`src/rtl/key_cond_pkg.sv`:
```
// Shared types and constants for the push-button conditioner.
package key_cond_pkg;

   typedef enum logic [1:0] {
      StUp,
      StWaitDown,
      StDown,
      StWaitUp
   } key_state_e;

   localparam int unsigned PressCountW = 8;
   localparam logic [PressCountW-1:0] PressCountMax = 8'd255;

endpackage

```
`src/rtl/key_debounce_channel.sv`:
```
// One push-button channel: two-flop synchronizer, debounce FSM with stability counter,
// registered active-low level and a one-cycle press pulse.
module key_debounce_channel
   import key_cond_pkg::*;
#(
   parameter int unsigned DebounceCycles = 1000000
) (
   input  logic clk_i,
   input  logic rst_ni,
   input  logic key_raw_i,
   output logic key_level_o,
   output logic key_press_o
);

   localparam int unsigned CntW = $clog2(DebounceCycles);
   localparam logic [CntW-1:0] CntLast = CntW'(DebounceCycles - 1);

   logic [1:0]      sync_q;
   logic            synced;
   key_state_e      state_q, state_d;
   logic [CntW-1:0] cnt_q, cnt_d;
   logic            level_q, level_d;
   logic            press_q, press_d;

   assign synced = sync_q[1];

   always_ff @(posedge clk_i or negedge rst_ni) begin
      if (!rst_ni) begin
         sync_q  <= 2'b11;
         state_q <= StUp;
         cnt_q   <= '0;
         level_q <= 1'b1;
         press_q <= 1'b0;
      end else begin
         sync_q  <= {sync_q[0], key_raw_i};
         state_q <= state_d;
         cnt_q   <= cnt_d;
         level_q <= level_d;
         press_q <= press_d;
      end
   end

   always_comb begin
      state_d = state_q;
      cnt_d   = cnt_q;
      unique case (state_q)
         StUp: begin
            if (!synced) begin
               state_d = StWaitDown;
               cnt_d   = '0;
            end
         end
         StWaitDown: begin
            if (synced) begin
               state_d = StUp;
            end else if (cnt_q == CntLast) begin
               state_d = StDown;
            end else begin
               cnt_d = cnt_q + CntW'(1);
            end
         end
         StDown: begin
            if (synced) begin
               state_d = StWaitUp;
               cnt_d   = '0;
            end
         end
         StWaitUp: begin
            if (!synced) begin
               state_d = StDown;
            end else if (cnt_q == CntLast) begin
               state_d = StUp;
            end else begin
               cnt_d = cnt_q + CntW'(1);
            end
         end
         default: state_d = StUp;
      endcase
   end

   // Outputs are decoded from the next state so they change on the same edge as the FSM.
   always_comb begin
      level_d = (state_d == StUp) || (state_d == StWaitDown);
      press_d = (state_q == StWaitDown) && (state_d == StDown);
   end

   assign key_level_o = level_q;
   assign key_press_o = press_q;

endmodule

```
`src/rtl/key_conditioner.sv`:
```
// Debounces NKEYS active-low push buttons and provides sticky capture flags and a
// saturating total press counter.
module key_conditioner
   import key_cond_pkg::*;
#(
   parameter int unsigned NKEYS           = 3,
   parameter int unsigned DEBOUNCE_CYCLES = 1000000
) (
   input  logic                   CLOCK_50,
   input  logic                   reset_n,
   input  logic [NKEYS-1:0]       key_raw,
   output logic [NKEYS-1:0]       key_level,
   output logic [NKEYS-1:0]       key_press,
   output logic [NKEYS-1:0]       key_capture,
   input  logic [NKEYS-1:0]       capture_clr,
   output logic [PressCountW-1:0] press_count,
   input  logic                   count_clr
);

   logic [NKEYS-1:0]       capture_q, capture_d;
   logic [PressCountW-1:0] count_q, count_d;
   logic [PressCountW:0]   press_sum;
   logic [PressCountW+1:0] count_sum;

   for (genvar i = 0; i < NKEYS; i++) begin : g_chan
      key_debounce_channel #(
         .DebounceCycles(DEBOUNCE_CYCLES)
      ) u_chan (
         .clk_i      (CLOCK_50),
         .rst_ni     (reset_n),
         .key_raw_i  (key_raw[i]),
         .key_level_o(key_level[i]),
         .key_press_o(key_press[i])
      );
   end

   always_ff @(posedge CLOCK_50 or negedge reset_n) begin
      if (!reset_n) begin
         capture_q <= '0;
         count_q   <= '0;
      end else begin
         capture_q <= capture_d;
         count_q   <= count_d;
      end
   end

   // A press in the same cycle as a clear strobe wins.
   always_comb begin
      capture_d = (capture_q & ~capture_clr) | key_press;
   end

   always_comb begin
      press_sum = '0;
      for (int i = 0; i < NKEYS; i++) begin
         press_sum = press_sum + {{PressCountW{1'b0}}, key_press[i]};
      end
      count_sum = {2'b00, count_q} + {1'b0, press_sum};
      if (count_clr) begin
         count_d = press_sum[PressCountW-1:0];
      end else if (count_sum > {2'b00, PressCountMax}) begin
         count_d = PressCountMax;
      end else begin
         count_d = count_sum[PressCountW-1:0];
      end
   end

   assign key_capture = capture_q;
   assign press_count = count_q;

endmodule

```
`config.mk`:
```
export PLATFORM = sky130hd
export DESIGN_NAME = key_conditioner
export DESIGN_NICKNAME = d
export VERILOG_FILES = /design/src/rtl/key_cond_pkg.sv /design/src/rtl/key_debounce_channel.sv /design/src/rtl/key_conditioner.sv
export SDC_FILE = /design/constraint.sdc
export NUM_CORES = 1
export LEC_CHECK = 0
export CAP_MARGIN = 20
export CORE_UTILIZATION = 35
export CTS_BUF_LIST = sky130_fd_sc_hd__clkbuf_2
export CTS_CLUSTER_DIAMETER = 30
export DETAILED_ROUTE_END_ITERATION = 8
export DONT_BUFFER_PORTS = 1
export PLACE_DENSITY = 0.57
export SYNTH_ARGS = -nofsm -noshare
export SYNTH_HDL_FRONTEND = slang
export SYNTH_HIERARCHICAL = 1
export SYNTH_SLANG_ARGS = --single-unit
export TNS_END_PERCENT = 100
```
`constraint.sdc`:
```
create_clock -name CLOCK_50 -period 3.2 [get_ports CLOCK_50]
set_clock_uncertainty 0.15 [all_clocks]
set_input_delay 0.96 -clock CLOCK_50 [delete_from_list [all_inputs] [get_ports CLOCK_50]]
set_output_delay 0.96 -clock CLOCK_50 [all_outputs]
set_load 0.02 [all_outputs]
```
# Word-level counts from Yosys, hierarchy flattened
# Index checks and enable logic that the tools add are counted.
# classes
n_addsub,6
order_cmp,1
n_eq_ne,30
muxes,41
bitwise_logic,3
reduce_logical,15
# op_table
operator,count
$mux W20,15
$pmux W20 S4,3
$add A20 B1 Y20 const B,3
$eq A20 B20 Y1 const B,3
$mux W2,18
$pmux W2 S4,3
$eq A2 B2 Y1 const B,9
$mux W8,2
$eq A2 B1 Y1 const B,6
$logic_not A2 Y1,6
$ne A2 B1 Y1 const B,6
$ne A2 B2 Y1 const B,6
$reduce_and A4 Y1,3
$add A8 B3 Y9,1
$gt A9 B8 Y1 const B,1
$add A2 B1 Y3,1
$and A3 B3 Y3,1
$logic_and A1 B1 Y1,3
$logic_or A1 B1 Y1,3
$not A3 Y3,1
$or A3 B3 Y3,1
$add A1 B1 Y2,1
# totals
regBits,89
input_bits,9

# Depth between registers and ports, before layout
# logic_depth
word_depth,6
mapped_depth,7
ltp_nobuf,7

# Hierarchy
# Netlist, hierarchy kept.
# by_module_without_submodules
mod,instances,cells_each,area_per_inst_um2,seq_area_each_um2
key_debounce_channel,3,135,1322.5,654.4
key_conditioner,1,55,585.6,275.3

# Least setup slack after synthesis
# Ideal clock, no wire load.
# synth_path
path_type,register to register
from,register g_chan[0].u_chan.press_q
to,"register count_q[1], in the netlist press_count[1]"
setup_time_ns,0.082
arrival_time_ns,2.287
slack_ns,0.681
path_stages_with_launch,8
period_less_slack_ns,2.519
path_cell_list,dfrtp_1 fa_1 ha_1 inv_1 fa_1 and4b_4 nand4_4 a31oi_1
# synth_between
elab_chain_len,6
# synth_lines
element,line_no,rtl
from (decl),key_debounce_channel.sv:23,"logic press_q, press_d;"
from (signal assigned),key_debounce_channel.sv:39,press_q <= press_d;
$add A1 B1 Y2 (*),key_conditioner.sv:55,"press_sum = press_sum + {{PressCountW{1'b0}}, key_press[i]};"
$add A2 B1 Y3 (*),key_conditioner.sv:55,
$add A8 B3 Y9,key_conditioner.sv:57,"count_sum = {2'b00, count_q} + {1'b0, press_sum};"
$gt A9 B8 Y1,key_conditioner.sv:60,"end else if (count_sum > {2'b00, PressCountMax}) begin"
$mux W8,key_conditioner.sv:60,
$mux W8 (*),key_conditioner.sv:58,if (count_clr) begin
via count_d[1],key_conditioner.sv:21,"logic [PressCountW-1:0] count_q, count_d;"
to (signal assigned),key_conditioner.sv:43,count_q <= count_d;
to (decl),key_conditioner.sv:21,
# The timed path passes the listed nets; every way through them passes the cells marked *.
# A chain may end at the register's enable or synchronous reset.

# Worst setup path in the final report
# Ends and elaborated chain as after synthesis.

==> summary.md <==
| Metric | Value |
|---|---|
| Initial antenna violation count | `0` |
| Layout area overhead | `6.595%` |
| CTS Buf Count | `9` |
| Top_reg_cell synth | `dfrtp_1` |
| CTS tree | `done` |
| First-pass GRT wire length | `~17000 um` |
| Largest net degree at the start of global routing | `81` |
| Power, Total | `roughly 1.9 mW` |
| PortBufs | `0` |
| Most frequent cells in the layout | `dfrtp_1 (80), nand2_1 (44), o21ai_0 (37)` |
| Routed length per placed instance | `approximately 15 um` |
| Clock root buffer | `clkbuf_2` |
| Most common cell after layout, fill and taps aside | `dfrtp_1` |
| CTS Sinks | `just under 90` |
| Syn Inst Count | `460` |
| Pwr/cell area | `approximately 400 nW/um2` |
| Post-Synth XOR/XNOR Area | `4.809%` |
| Worst Path Arrival | `approximately 3.1 ns` |
| Max-Cap Viols | `0` |
| Critical path required time | `between 3 and 4 ns` |
| Die W | `between 100 and 150 um` |
| Reg clk slew, reported paths | `~0.22 ns` |
| First DRT Iteration DRCs | `230` |
| Synth Net Count | `about 480` |
| Die area | `around 13000 um2` |
| Crit. End Element | `register` |
| Main combinational cell family by area after synthesis | `simple AND/OR/NAND/NOR gates` |
| Post-synthesis register bit count | `89` |
| Io pins | `26` |
| Antenna Cells | `0` |
| Clk pwr share | `33.3%` |
| Vias in the first global route | `about 3500` |
| Comb power frac | `about 5.3%` |
| Synth Cell Area | `about 4600 um2` |
| Sw frac | `between 20% and 30%` |
| Async SR Flop Fraction | `100.0%` |
| Least-Margin Pin Slew | `around 0.71 ns` |
| Multi-input logic area | `between 2000 and 2500 um2` |
| Post-synth cell types | `between 40 and 50` |
| Drt pass-1 iters | `4` |
| Reg2reg start | `g_chan[0].u_chan/key_press_o` |
| Total Wirelength | `9590 um` |
| Worst Setup SP | `g_chan[0].u_chan/key_press_o` |
| Minimum clock period | `roughly 2.7 ns` |
| Core ar. | `between 10000 and 15000 um2` |
| Via count | `between 3000 and 4000` |
| Layout cells sized above 1 | `a little under an eighth` |
| Mux contribution to synthesized area | `less than 1%` |
| Hold Path Class | `input pin to asynchronous set/reset pin` |
| Peak VDD IR | `roughly 0.00013 V` |
| Post-CTS sizing | `0` |
| Sequential fraction of the synthesis area | `between 40% and 50%` |
| HPWL Detailed | `approximately 6400 um` |
| Psw | `roughly 0.48 mW` |
| Startpoint types | `register` |
| WS Path Type | `register to register` |
| Worst skew pair latency | `~0.54 ns` |
| Post-Synth Simple-Gate Area | `between 20% and 30%` |
| Final setup violating endpoints | `0` |
| Fin Setup TNS | `0 ns` |
| Global route overflow | `0` |
| Final number of hold-violating endpoints | `0` |
| P_int | `1.446 mW` |
| Status | `finished, final reports clean` |
| Crit Path Max Fanout | `5` |
| Fmax | `~370 MHz` |
| Unrepaired setup endpoints after global routing | `false` |
| Fillers | `1277` |
| Total track usage | `between 10% and 20%` |
| Max Root-Sink Buffers | `2` |
| Gpl congestion | `roughly 0.8` |
| Leak | `a little over 2 nW` |
| Antenna-violating nets left | `0` |
| Drt drc | `0` |
| Register area | `~2200 um2` |
| Syn Area/Cell | `9.898 um2` |
| Starting Density | `a little over a third` |
| Seq pwr share | `between 60 and 70%` |
| Synth Area in Compound Gates | `between 10% and 20%` |
| Row Count | `41` |
| Post-synth EDFFs | `0` |
| Tcrit/Tclk final | `85.32%` |
| Final Slew Violations | `0` |
| CTS H-Tree Depth | `3` |
| Worst rel slew slack | `roughly 52%` |
| Synth Warn # | `6` |
| Post-DR vias/cell | `approximately 5.4` |
| Synth Area in Adders | `2.253%` |
| Die Ht | `116.1 um` |
| Layout net count | `479` |
## cell usage after synthesis (4+ instances only)
cell type | number | area (um2)
a21o_1 | 6 | 45.04
a21oi_1 | 18 | 90.09
a31oi_1 | 13 | 81.33
and2_1 | 9 | 56.30
and3_1 | 9 | 56.30
and4_1 | 4 | 35.03
dfrtp_1 | 80 | 2002
dfstp_2 | 9 | 236.5
ha_1 | 5 | 62.56
inv_1 | 12 | 45.04
nand2_1 | 44 | 165.2
nand3_1 | 29 | 145.1
nand3_2 | 6 | 60.06
nand4_1 | 15 | 93.84
nor2_1 | 35 | 131.4
nor3_1 | 8 | 40.04
nor4_2 | 6 | 75.07
o21ai_0 | 37 | 185.2
o21ai_1 | 9 | 45.04
o31ai_1 | 21 | 157.7
xnor2_1 | 6 | 52.55
xor2_1 | 19 | 166.4
## worst max-delay path: stages (launching register included)
cell     delay (ns)
dfrtp_1        0.54
fa_1           0.61
ha_1           0.18
inv_1          0.06
fa_1           0.41
and4b_4        0.39
nand4_4        0.15
a31oi_1        0.20
## path summary, 6_finish.rpt
kind / endpoint / depth (start not counted) / slack [ns]
min in group CLOCK_50: g_chan[1].u_chan/sync_q[1] / 0 / 0.22
max: press_count[1] / 7 / 0.47
min reg2reg: g_chan[1].u_chan/sync_q[1] / 0 / 0.22
min: g_chan[1].u_chan/sync_q[1] / 0 / 0.08
max reg2reg: press_count[1] / 7 / 0.47
max in group asynchronous: g_chan[0].u_chan/cnt_q[19] / 1 / 2.42
## per-layer routing
| metal | up-vias | GRT usage [%] | wire (um) |
|---|---|---|---|
| met3 | 12 | 2.615 | 371 |
| met4 | 0 | 6.581 | 157 |
| li1 | 1680 | - | - |
| met2 | 69 | 25.28 | 4442 |
| met1 | 1696 | 20.85 | 4618 |
| met5 | - | 0 | 0 |
## cells by family (layout without fill, tap and decap cells)
| kind of cell | after synthesis | count (layout) |
|---|---|---|
| and+or+nand+nor | 194 | 194 |
| AOI/OAI and AO/OA | 117 | 117 |
| DFF | 89 | 89 |
| buffers and inverters | 27 | 35 |
| xor gates and xnor gates | 25 | 25 |
| adders and majority gates | 7 | 7 |
| muxes | 1 | 1 |
## sequential cells by signal, summed over array words and instances, names as in the netlist
signal                     count
g_chan.u_chan/state_q          6
g_chan.u_chan/cnt_q           60
g_chan.u_chan/sync_q           6
press_count                    8
g_chan.u_chan/key_level_o      3
g_chan.u_chan/key_press_o      3
key_capture                    3
## power groups by stage
stage / sequential, mW / clock, mW / combinational (mW)
after floorplan: 1.19 / 0 / 0.0687
after global placement: 1.20 / 0 / 0.0777
after detailed placement: 1.20 / 0 / 0.0788
after CTS: 1.18 / 0.661 / 0.104
after global routing: 1.19 / 0.705 / 0.120
final: 1.18 / 0.640 / 0.102
## per-stage QoR
stage | instance area, um2 | hold slack [ns] | util [%] | std cells | setup WS (ns)
6_report | 4853 | 0.07816 | 38.30 | 640 | 0.4699
3_3_place_gp | 4697 | 0.1974 | 37.07 | 623 | 0.5684
3_5_place_dp | 4697 | 0.1992 | 37.07 | 623 | 0.5174
2_1_floorplan | 4553 | 0.1952 | - | 460 | 0.6806
4_1_cts | 4853 | 0.02013 | 38.30 | 640 | 0.4685
5_1_grt | 4853 | 0.006008 | 38.30 | 640 | 0.3290
## area by class of cell
type                       count  share of cell area [%]
clock buffer                  12                   1.237
clock inverter                 4                   1.418
inverter                      18                   1.392
multi-input combinational    344                   44.83
sequential                    89                   46.12
tap                          172                   4.434
timing repair buffer           1                  0.5672
## what timing repair did
item	4_1_cts	5_1_grt
buffers inserted	0	0
hold buffers	1	0
endpoints found under the setup margin	0	0
endpoints found under the hold margin	80	0
No activity file was read; power rests on OpenSTA's default activity.
